### src/rtl/carry_chain_sequencer.sv
// ---------------------------------------------------------------------------------------------
// carry_chain_sequencer
//
// Two-requester adder front end. Requests are arbitrated round-robin, one operation is
// accepted at a time, and the sum is formed one 4-bit slice per clock. Each slice uses a
// mux-based carry chain where S = A ^ B selects the incoming carry and A acts as the
// generate term. The result is then held until the consumer takes it.
//
// Parameters
//   WIDTH      operand width. It must be a multiple of 4 and at least 4.
//
// Ports
//   clk        clock. All state changes on its rising edge.
//   rst_n      asynchronous active-low reset.
//   req_valid  per-requester request strobe (bit i = requester i).
//   req_ready  one-hot grant. It is only ever non-zero while idle.
//   req_a      operand A, packed per requester in [i*WIDTH +: WIDTH].
//   req_b      operand B, packed like req_a.
//   req_cin    carry-in, one bit per requester.
//   rsp_valid  a result is presented.
//   rsp_ready  the consumer accepts the result.
//   rsp_id     index of the requester that owns the result.
//   rsp_sum    A + B + cin, modulo 2^WIDTH.
//   rsp_cout   carry out of the MSB.
//   rsp_ovf    signed overflow: carry into the MSB XOR carry out of the MSB.
//   busy       high whenever an operation is in flight or waiting to be taken.
// ---------------------------------------------------------------------------------------------
module carry_chain_sequencer #(
    parameter int unsigned WIDTH = 16
) (
    input  logic               clk,
    input  logic               rst_n,
    input  logic [1:0]         req_valid,
    output logic [1:0]         req_ready,
    input  logic [2*WIDTH-1:0] req_a,
    input  logic [2*WIDTH-1:0] req_b,
    input  logic [1:0]         req_cin,
    output logic               rsp_valid,
    input  logic               rsp_ready,
    output logic               rsp_id,
    output logic [WIDTH-1:0]   rsp_sum,
    output logic               rsp_cout,
    output logic               rsp_ovf,
    output logic               busy
);

    localparam int unsigned NIB = WIDTH / 4;
    // The slice counter is kept at least one bit wide so that WIDTH = 4 stays legal.
    localparam int unsigned KW = (NIB > 1) ? $clog2(NIB) : 1;
    localparam logic [KW-1:0] LAST_K = KW'(NIB - 1);

    typedef enum logic [1:0] {
        StIdle,
        StRun,
        StDone
    } state_e;

    state_e           state_q, state_d;
    logic             ptr_q, ptr_d;
    logic [KW-1:0]    k_q, k_d;
    logic             carry_q, carry_d;
    logic [WIDTH-1:0] a_q, a_d;
    logic [WIDTH-1:0] b_q, b_d;
    logic [WIDTH-1:0] sum_q, sum_d;
    logic             id_q, id_d;
    logic             cout_q, cout_d;
    logic             ovf_q, ovf_d;

    // -----------------------------------------------------------------------------------------
    // Arbitration
    // -----------------------------------------------------------------------------------------
    logic       grant_idx;
    logic [1:0] grant;
    logic       accept;

    always_comb begin
        // When both requesters are valid the pointer wins. Otherwise the single valid one wins.
        grant_idx = (req_valid == 2'b11) ? ptr_q : req_valid[1];
        grant     = 2'b00;
        // The grant is gated by rst_n so that req_ready reads 0 as soon as reset is asserted.
        if ((state_q == StIdle) && rst_n && (req_valid != 2'b00)) begin
            grant = grant_idx ? 2'b10 : 2'b01;
        end
    end

    assign req_ready = grant;
    assign accept    = (grant & req_valid) != 2'b00;

    // -----------------------------------------------------------------------------------------
    // One 4-bit carry-chain slice, selected by the slice index
    // -----------------------------------------------------------------------------------------
    logic [3:0] a_sl;
    logic [3:0] b_sl;
    logic [3:0] s_sl;
    logic [3:0] ci_sl;
    logic [3:0] co_sl;
    logic [3:0] sum_sl;

    always_comb begin
        a_sl = 4'h0;
        b_sl = 4'h0;
        for (int unsigned n = 0; n < NIB; n++) begin
            if (k_q == KW'(n)) begin
                a_sl = a_q[4*n +: 4];
                b_sl = b_q[4*n +: 4];
            end
        end

        s_sl = a_sl ^ b_sl;

        // Each bit's carry mux feeds the next bit. This is written out so that there is no
        // apparent loop through a vector.
        ci_sl[0] = carry_q;
        co_sl[0] = s_sl[0] ? ci_sl[0] : a_sl[0];
        ci_sl[1] = co_sl[0];
        co_sl[1] = s_sl[1] ? ci_sl[1] : a_sl[1];
        ci_sl[2] = co_sl[1];
        co_sl[2] = s_sl[2] ? ci_sl[2] : a_sl[2];
        ci_sl[3] = co_sl[2];
        co_sl[3] = s_sl[3] ? ci_sl[3] : a_sl[3];

        sum_sl = s_sl ^ ci_sl;
    end

    // -----------------------------------------------------------------------------------------
    // Next-state logic
    // -----------------------------------------------------------------------------------------
    always_comb begin
        state_d = state_q;
        ptr_d   = ptr_q;
        k_d     = k_q;
        carry_d = carry_q;
        a_d     = a_q;
        b_d     = b_q;
        sum_d   = sum_q;
        id_d    = id_q;
        cout_d  = cout_q;
        ovf_d   = ovf_q;

        unique case (state_q)
            StIdle: begin
                if (accept) begin
                    // Operands are captured here, so later changes on the request bus are ignored.
                    a_d     = grant_idx ? req_a[2*WIDTH-1:WIDTH] : req_a[WIDTH-1:0];
                    b_d     = grant_idx ? req_b[2*WIDTH-1:WIDTH] : req_b[WIDTH-1:0];
                    carry_d = req_cin[grant_idx];
                    id_d    = grant_idx;
                    ptr_d   = ~grant_idx;
                    k_d     = '0;
                    state_d = StRun;
                end
            end

            StRun: begin
                for (int unsigned n = 0; n < NIB; n++) begin
                    if (k_q == KW'(n)) begin
                        sum_d[4*n +: 4] = sum_sl;
                    end
                end
                carry_d = co_sl[3];
                k_d     = k_q + 1'b1;
                if (k_q == LAST_K) begin
                    cout_d  = co_sl[3];
                    ovf_d   = co_sl[2] ^ co_sl[3];
                    state_d = StDone;
                end
            end

            StDone: begin
                if (rsp_ready) begin
                    state_d = StIdle;
                end
            end

            default: begin
                state_d = StIdle;
            end
        endcase
    end

    // -----------------------------------------------------------------------------------------
    // State registers
    // -----------------------------------------------------------------------------------------
    always_ff @(posedge clk or negedge rst_n) begin
        if (!rst_n) begin
            state_q <= StIdle;
            ptr_q   <= 1'b0;
            k_q     <= '0;
            carry_q <= 1'b0;
            a_q     <= '0;
            b_q     <= '0;
            sum_q   <= '0;
            id_q    <= 1'b0;
            cout_q  <= 1'b0;
            ovf_q   <= 1'b0;
        end else begin
            state_q <= state_d;
            ptr_q   <= ptr_d;
            k_q     <= k_d;
            carry_q <= carry_d;
            a_q     <= a_d;
            b_q     <= b_d;
            sum_q   <= sum_d;
            id_q    <= id_d;
            cout_q  <= cout_d;
            ovf_q   <= ovf_d;
        end
    end

    // -----------------------------------------------------------------------------------------
    // Outputs
    // -----------------------------------------------------------------------------------------
    assign rsp_valid = (state_q == StDone);
    assign busy      = (state_q != StIdle);
    assign rsp_id    = id_q;
    assign rsp_sum   = sum_q;
    assign rsp_cout  = cout_q;
    assign rsp_ovf   = ovf_q;

endmodule
### config.mk
export PLATFORM = sky130hd
export DESIGN_NAME = carry_chain_sequencer
export DESIGN_NICKNAME = d
export VERILOG_FILES = /design/src/rtl/carry_chain_sequencer.sv
export SDC_FILE = /design/constraint.sdc
export NUM_CORES = 1
export LEC_CHECK = 0
export ABC_CLOCK_PERIOD_IN_PS = 3160
export CAP_MARGIN = 5
export CORE_UTILIZATION = 46
export CTS_CLUSTER_DIAMETER = 80
export DETAILED_ROUTE_END_ITERATION = 10
export PLACE_DENSITY = 0.8
export SLEW_MARGIN = 20
export SYNTH_ARGS = -nofsm -noshare
export SYNTH_HDL_FRONTEND = slang
export SYNTH_SLANG_ARGS = --single-unit
### constraint.sdc
create_clock -name clk -period 3.16 [get_ports clk]
set_input_delay 0.316 -clock clk [delete_from_list [all_inputs] [get_ports clk]]
set_output_delay 0.316 -clock clk [all_outputs]
set_load 0.01 [all_outputs]
==> out/results.txt, run 1 <==
The flow ran to the end, and the final reports show no timing, DRC or antenna violations. By count the netlist is led by sky130_fd_sc_hd__dfrtp_1 (57), sky130_fd_sc_hd__nand2_1 (56), sky130_fd_sc_hd__o21ai_0 (52), sky130_fd_sc_hd__mux2i_1 (33), sky130_fd_sc_hd__clkbuf_1 (10). For the final database, setup skew stands at 0.00624 ns.

The area of the mapped netlist was 2890 µm²; the number of global-route vias before repair was 2468. Ranked by total cell area, the synthesized netlist is headed by sky130_fd_sc_hd__dfrtp_1 (49%), sky130_fd_sc_hd__mux2i_1 (11%), sky130_fd_sc_hd__o21ai_0 (9.0%). The layout filler cell count is 475, and the iteration-0 DRC count of the detailed router is 110. Setup violations remaining at the end of the flow were counted as 0.

The fraction of registers with async set or reset after synthesis is 1.00, and the total CTS buffers is 9. The tool flagged a number of max-cap violations equal to 0. The worst reg2reg path depth is 9, and the worst-case register-to-register setup slack is 0.47 ns. The tree is rooted in a sky130_fd_sc_hd__clkbuf_8. Setup repair after global routing left no endpoint under its margin.

Gates resized during post-CTS repair numbered 0. The tools report the setup slack at placement as 0.493 ns. The routed wire length per instance works out to 13.7 µm.

Highest-delay cell along the critical path: sky130_fd_sc_hd__or4_1. For the area used by sequential logic in the layout, the log shows 1430 µm². The share of the yosys chip area belonging to registers is 0.494. For the smallest hold slack, the log shows 0.158 ns.

In this run the worst path has a maximum fanout of 11. For the final routed database, the setup TNS stands at 0 ns. The H-tree generated during clock tree synthesis spans 3 levels.

Critical path data arrival time: 2.96 ns. TritonCTS built the clock tree. Once the clock tree was built, the setup fixing pass inserted 0 buffers. The post-synthesis area per instance works out to 9.75 µm². The largest single stage delay on the critical path is 0.49 ns. Yosys mapped a number of flops with a built-in enable equal to 0.

The initial antenna violation count was 0; the number of nets in the finished design was 463. Yosys instantiated no cell more often than sky130_fd_sc_hd__dfrtp_1. The average via count per standard cell was 5.33.

The path class of the tightest hold or removal check is in -> async. Detailed routing inserted a total of 2477 vias. For the worst relative slew slack, the log shows 0.532.

The clock drives 57 sinks. STA classifies the critical path startpoint as a flop. For the initial core utilization, the log shows 0.482. Traced cell by cell, the critical path runs through inv_1, ha_1, nor2b_4, a22oi_2, a21oi_1, maj3_2, o221a_4, or4_1, a31oi_1. The final clock period utilization by the worst path works out to 0.851. The tools report the HPWL after detailed placement as 4.83 mm. Once routing completed, OpenROAD measured the worst setup slack at 0.471 ns. After detailed routing, the number of remaining DRC violations is 0. The run gives 94 as the number of ports placed on the die boundary.

The tools report the reg-to-reg critical path startpoint as k_q[1]. At the later pin of the worst-skew pair, clock insertion delay measures 0.34 ns. Category of the critical setup timing path: reg -> reg. The smallest clock period supported by the final layout is computed as 2.69 ns. In this run the critical register-to-register path is captured at rsp_ovf. For the overall global routing resource usage, the log shows 0.224.

The horizontal die dimension works out to 81.2 µm. The share of layout cells above drive strength 1 was 0.0667; the largest net degree at the start of global routing was 68. The deepest clock path buffer count is 2, and the synthesis-stage register bit count is 57. The height of the die was 81.2 µm. The area share of the largest cell type after synthesis was 0.494. The core region is 5990 µm². The total area of multi-input combinational cells came out at 1370 µm². The number of detailed-route iterations in the first pass is 4. Relative to the synthesized area, the layout overhead comes to 39.3%. The number of buffers added to fix hold violations after cts was 0; the largest vdd supply drop was 0.000545 V. At the end of routability-driven placement, the weighted congestion stood at 0.836. The number of nets with antenna violations after detailed routing came out at 0. The power consumption is 3.83 mW, and the instance count of the mapped netlist is 296.

Prevailing post-synth register cell: sky130_fd_sc_hd__dfrtp_1. For this run, the top clock speed supported by timing is 372 MHz. The routed wire length came out at 6.37 mm. The Yosys warning count is 0, and the count of standard-cell rows is 28. The die covers 6600 µm². Summed over all layers, the global routing overflow is 0. For the pin with the worst max-slew slack, the measured transition is 0.702 ns.

Synthesis instantiated 42 different standard cells from the library. Data on the critical path is required at its endpoint by 3.43 ns. Synthesis produced a netlist with a net count of 371. The number of antenna diodes in the final layout is 0. Library cell with the largest summed area after synthesis: sky130_fd_sc_hd__dfrtp_1.

The nature of the critical path endpoint is a flop. For the wire length of the first global-routing pass, the log shows 10.9 mm. The analysis attributes to cell leakage a power of 1.84 nW. During placement, the flow inserted port buffers numbering 93. The number of hold violations in the final report was 0; the clock-pin slew reported for the worst setup and hold paths after clock tree synthesis was 0.06 ns. For the final max-slew violation count, the log shows 0. Power spread over the standard cell area amounts to 952 nW/µm².
[placed cells by master, fill, tap and decap left out, drive strengths merged, types with 2 or more instances in the layout]
master,netlist,routed
inv,9,9
a21oi,9,9
nor2b,2,2
buf,5,4
a221o,2,2
o22ai,5,5
mux2i,33,33
o31ai,6,6
o21ai,52,52
xnor2,3,3
and2,4,4
xor2,3,3
o211ai,2,2
a22oi,7,7
nor3,2,2
nand2,56,56
dfrtp,57,57
nand2b,4,4
nor2,10,10
clkdlybuf4s50,0,92
clkbuf,10,12
ha,4,4
[logic make-up (layout without fill, tap and decap cells)]
kind of cell             count (synthesis)  count (layout)  share of synthesized area
adder cells (fa/ha/maj)                  5               5                     0.0212
AND/OR/NAND/NOR                         82              82                      0.128
XOR/XNOR                                 6               6                     0.0182
buffers and inverters                   24             118                     0.0360
AO/OA/AOI/OAI                           89              89                      0.188
multiplexers                            33              33                      0.114
flip-flops                              57              57                      0.494
[per-layer routing]
| metal | wire, µm | GRT usage | vias to the layer above |
|---|---|---|---|
| li1 | - | - | 1218 |
| met1 | 2700 | 0.271 | 1151 |
| met2 | 3060 | 0.362 | 86 |
| met3 | 360 | 0.0551 | 22 |
| met4 | 246 | 0.136 | 0 |
| met5 | 0 | 0 | - |
[how the worst max path moves through the flow]
stage                      start  endpoint  slack (ns)
after floorplan           k_q[0]   rsp_ovf        0.73
after global placement    k_q[1]   rsp_ovf        0.57
after detailed placement  k_q[1]   rsp_ovf        0.49
after CTS                 k_q[1]   rsp_ovf        0.48
after global routing      k_q[1]   rsp_ovf        0.24
final                     k_q[1]   rsp_ovf        0.47
[metrics by stage]
| stage | utilization | cell area (µm²) | cells |
|---|---|---|---|
| global route | 0.671 | 4020 | 465 |
| detailed placement | 0.646 | 3870 | 452 |
| CTS | 0.671 | 4020 | 465 |
| finish | 0.671 | 4020 | 465 |
| global placement | 0.646 | 3870 | 452 |
| floorplan | - | 2890 | 296 |
[critical path, delay by kind of cell, from the launching register on]
| kind | cells | cell delay, ns |
|---|---|---|
| AOI/OAI and AO/OA | 4 | 0.68 |
| buffers and inverters | 1 | 0.11 |
| DFF | 1 | 0.40 |
| and+or+nand+nor | 2 | 0.61 |
| adders and majority gates | 2 | 0.80 |
[state kept, by name, summed over array words and instances, names as in the netlist]
name / cells
a_q: 16
rsp_cout: 1
k_q: 2
b_q: 16
carry_q: 1
rsp_ovf: 1
state_q: 2
rsp_sum: 16
rsp_id: 1
ptr_q: 1
[cell type report]
type	instances	area share
Sequential cell	57	0.355
Multi-Input combinational cell	215	0.340
Timing Repair Buffer	96	0.236
Clock buffer	12	0.0361
Tap cell	75	0.0233
Inverter	9	0.00840
Clock inverter	1	0.00124
[report_power, final]
group / switching, mW / total (mW) / internal [mW]
registers: 0.223 / 1.30 / 1.08
logic: 1.09 / 1.97 / 0.881
clock network: 0.258 / 0.549 / 0.291
total: 1.57 / 3.83 / 2.25
Power figures use the tool's default switching activity.
==> run 2: changes to the inputs <==
- ABC_AREA: default -> 1
- CORE_UTILIZATION: 46 -> 47
- PLACE_DENSITY: 0.8 -> 0.92
- SKIP_CTS_REPAIR_TIMING: default -> 1
==> out/results.txt, run 2 <==
The post-synthesis area per instance came out at 7.81 µm² (-20%). The final-layout setup total negative slack is 0 ns (unchanged). The highest-delay cell along the critical path was sky130_fd_sc_hd__ha_1. The largest stage delay on the critical path was 0.52 ns (+0.03 ns); the deepest clock path buffer count was 2 (unchanged). The run gives 1.84 mW (+17%) as the switching power summed over all nets. The fraction of registers with async set or reset after synthesis is 1.00 (unchanged), and the total CTS buffers is 9 (unchanged). The switching share of power is 0.435 (+0.0235).

The logs give 28 (unchanged) for the count of standard-cell rows and 2927 (+18%) for the total via count in the routed design. In the layout the commonest cells are sky130_fd_sc_hd__nand2_1 (173), sky130_fd_sc_hd__clkdlybuf4s50_1 (92), sky130_fd_sc_hd__dfrtp_1 (57). Post-synthesis share of cell area spent on xor and xnor gates: 0.00288 (-0.0153). The run gives 0.500 (+0.0178) as the initial core utilization. The initial antenna violation count was 0 (unchanged); the multiplexer share of the synthesized area was 0 (-0.114). The tools report the net count after synthesis as 465 (+25%). The total of endpoints with negative setup slack in the final report was 0 (unchanged).

The critical path required time came out at 3.38 ns (-0.05 ns). Weighted congestion at the end of routability-driven global placement: 0.900 (+7.7%). The flow ran to the end, and the final reports show no timing, DRC or antenna violations. Largest fanout on the critical path: 11 (unchanged). In the post-synthesis netlist, the cell with the most instances is sky130_fd_sc_hd__nand2_1. After synthesis, the cell types taking the most area are sky130_fd_sc_hd__dfrtp_1 (47%), sky130_fd_sc_hd__nand2_1 (21%), sky130_fd_sc_hd__nand3_1 (6.1%). The area of the mapped netlist came out at 3050 µm² (+5.5%). By area, the combinational part of the netlist is dominated by simple AND/OR/NAND/NOR gates. The horizontal die dimension was 82.5 µm (+1.6%); the area of the die was 6810 µm² (+3.2%). The clock latency of the later-clocked register in the worst-skew pair is 0.33 ns (about the same). The synthesis-stage register bit count was 57 (unchanged).

The routed wire length per instance works out to 13.9 µm (+1.2%). The clock root buffer was sky130_fd_sc_hd__clkbuf_8. The worst setup slack after layout is 0.742 ns (+0.271 ns).

Summed over all instances, the cell type with the most area after synthesis is sky130_fd_sc_hd__dfrtp_1. The number of nets with antenna violations after detailed routing was 0 (unchanged); the register share of total power was 0.300 (-0.041). The largest vdd supply drop was 0.000605 V (+11%); the iteration-0 DRC count of the detailed router was 182 (+65%). The run gives 57 (unchanged) as the number of sinks driven by the clock tree. The layout filler cell count is 479 (+0.84%), and the routed wire length is 7.86 mm (+23%). The final max-slew violation count is 0 (unchanged), and the area share of the largest cell type after synthesis is 0.468 (-0.0258). The run gives 3 (unchanged) as the number of H-tree levels. Post-route minimum period: 2.42 ns (-0.271 ns). The run gives 5.85 mm (+21%) as the HPWL after detailed placement. The tightest min-delay check is of the in -> async type. For the wire length of the first global-routing pass, the log shows 12.6 mm (+16%). The number of maximum-capacitance constraint violations is 0 (unchanged). The transition time at the pin with the least slew margin works out to 0.723 ns (+0.0217 ns). The share of layout cells above drive strength 1 is 0.106 (+0.0390). The number of hold violations in the final report was 0 (unchanged). The number of global-route vias before repair was 2862 (+16%). Fmax: 414 MHz (+11%). The final clock period utilization by the worst path was 0.765 (-0.0859); the largest net degree at the start of global routing was 58 (-15%). The complex-gate fraction of the synthesized area was 0.0818 (-0.106). The post-synthesis share of cell area spent on and, or, nand and nor gates was 0.353 (+0.225); the setup slack at placement was 0.775 ns (+0.282 ns). The critical path goes through inv_1, ha_1, inv_1, nand2_1, nand3_1, nand2_1, nand2_1, nor2_1, o21ai_2, nand2_1, nand4_1, nand3_1, nand2_1.

The worst path buffer plus inverter count came out at 2 (+1). The logs give 94 (unchanged) for the number of ports placed on the die boundary and 2.39 mW (+6.1%) for the internal power. The number of flops mapped to enable cells by yosys was 0 (unchanged). Prevailing post-synth register cell: sky130_fd_sc_hd__dfrtp_1.

The average via count per standard cell is 5.16 (-3.1%). Smallest hold slack: 0.138 ns (-0.0192 ns). The most frequent standard cell in the layout excluding fill and tap cells is sky130_fd_sc_hd__nand2_1.

The count of buffers from port buffering came out at 93 (unchanged). The share of the yosys chip area belonging to registers came out at 0.468 (-0.0258). The placeable core region is 6100 µm² (+1.8%).

Number of nets in the finished design: 562 (+21%). The fraction of the mapped netlist area in adder cells is 0.0164 (-0.00481). The instance count of the mapped netlist came out at 390 (+32%). Setup repair after global routing left no endpoint under its margin. For the critical path data arrival time, the log shows 2.64 ns (-0.32 ns). The dominant delay contributor by cell family on the critical path is simple AND/OR/NAND/NOR gates. The number of detailed-route iterations in the first pass is 4 (unchanged), and the number of inserted diodes is 0 (unchanged). The critical path is of the reg -> reg type. TritonCTS built the clock tree. The startpoint kind of the worst setup timing path is a flop. Share of total power in combinational logic: 0.532 (+0.016).

By instance count, the cell type seen most on the critical path is sky130_fd_sc_hd__nand2_1. Clock-pin slew reported for the worst setup and hold paths after clock tree synthesis: 0.06 ns (about the same). The total leakage power is 2.05 nW (+11%). The area growth from synthesis to layout is 38.2%.

The clock network fraction of design power is 0.167 (+0.023). Yosys warning count: 0 (unchanged). Global route total overflow: 0 (unchanged).

The distinct cell type count of the synthesized netlist is 32 (-24%), and the height of the die is 82.5 µm (+1.6%). The detailed-route DRC error count was 0 (unchanged); the power density over the cells was 1000 nW/µm² (+5.5%). The logs give 0.00383 ns (-0.00241 ns) for the final setup skew and 0.254 (+0.0292) for the overall global routing resource usage. The worst relative slew slack came out at 0.518 (-0.0144).

The tools report the nature of the critical path endpoint as a flop. After synthesis, the most frequently instantiated cells are sky130_fd_sc_hd__nand2_1 (173), sky130_fd_sc_hd__dfrtp_1 (57), sky130_fd_sc_hd__nand3_1 (37), sky130_fd_sc_hd__inv_1 (31).
-- run 2: cell count changes in the layout (fill, tap and decap cells not counted), sizes merged, moves of 7 or more --
cell,previous run,this run
inv,9,36
nand2,56,184
mux2i,33,0
o211ai,2,9
o21ai,52,14
nand3,1,40
-- run 2: cell families after synthesis --
family          Yosys count
buf+inv                  48
xor+xnor                  1
compound gates           37
simple gates            243
flops                    57
fa+ha+maj                 4
-- run 2: stage by stage --
step	instance area (µm²)	util	instances	total power, mW
floorplan	3050	-	390	2.78
global placement	4000	0.656	551	3.40
detailed placement	4000	0.656	551	3.50
CTS	4210	0.690	567	4.23
global route	4210	0.690	567	4.54
finish	4210	0.690	567	4.23
-- run 2: layout make-up --
cell class / count / area [µm²] / area share
flip-flops and latches: 57 / 1430 / 0.339
well taps: 75 / 93.8 / 0.0223
clock buffers: 14 / 173 / 0.0410
inverters: 36 / 135 / 0.0321
multi-input cells: 285 / 1380 / 0.328
repair buffers: 98 / 963 / 0.229
clock inverters: 2 / 35.0 / 0.00832
-- run 2: metal layers --
layer,global-route usage,routed length (µm),vias up
li1,-,-,1425
met3,0.0538,402,18
met2,0.446,3960,100
met1,0.301,3310,1384
met5,0,0,-
met4,0.102,188,0
-- run 2: worst reg2reg max path: stages, from the launching register on --
cell and delay [ns]:
sky130_fd_sc_hd__dfrtp_1 0.39, sky130_fd_sc_hd__inv_1 0.10, sky130_fd_sc_hd__ha_1 0.52, sky130_fd_sc_hd__inv_1 0.14
sky130_fd_sc_hd__nand2_1 0.10, sky130_fd_sc_hd__nand3_1 0.07, sky130_fd_sc_hd__nand2_1 0.07, sky130_fd_sc_hd__nand2_1 0.06
sky130_fd_sc_hd__nor2_1 0.21, sky130_fd_sc_hd__o21ai_2 0.12, sky130_fd_sc_hd__nand2_1 0.10, sky130_fd_sc_hd__nand4_1 0.22
sky130_fd_sc_hd__nand3_1 0.14, sky130_fd_sc_hd__nand2_1 0.07
-- run 2: final timing paths --
check / endpoint / start / slack, ns / depth (start not counted)
worst max-delay path: rsp_sum[10] / k_q[1] / 0.74 / 13
worst min-delay path: rsp_sum[1] / rst_n / 0.14 / 2
worst max register to register: rsp_sum[10] / k_q[1] / 0.74 / 13
worst min register to register: rsp_ovf / rsp_ovf / 0.48 / 2
max in group asynchronous: b_q[12] / rst_n / 2.52 / 2
min in group clk: rsp_ovf / rsp_ovf / 0.48 / 2
-- run 2: power by group through the flow --
stage / Clock (mW) / Sequential [mW] / Combinational (mW)
3_3_place_gp: 0 / 1.26 / 2.13
4_1_cts: 0.715 / 1.27 / 2.24
6_report: 0.707 / 1.27 / 2.25
5_1_grt: 0.751 / 1.30 / 2.48
2_1_floorplan: 0 / 1.28 / 1.50
3_5_place_dp: 0 / 1.28 / 2.22
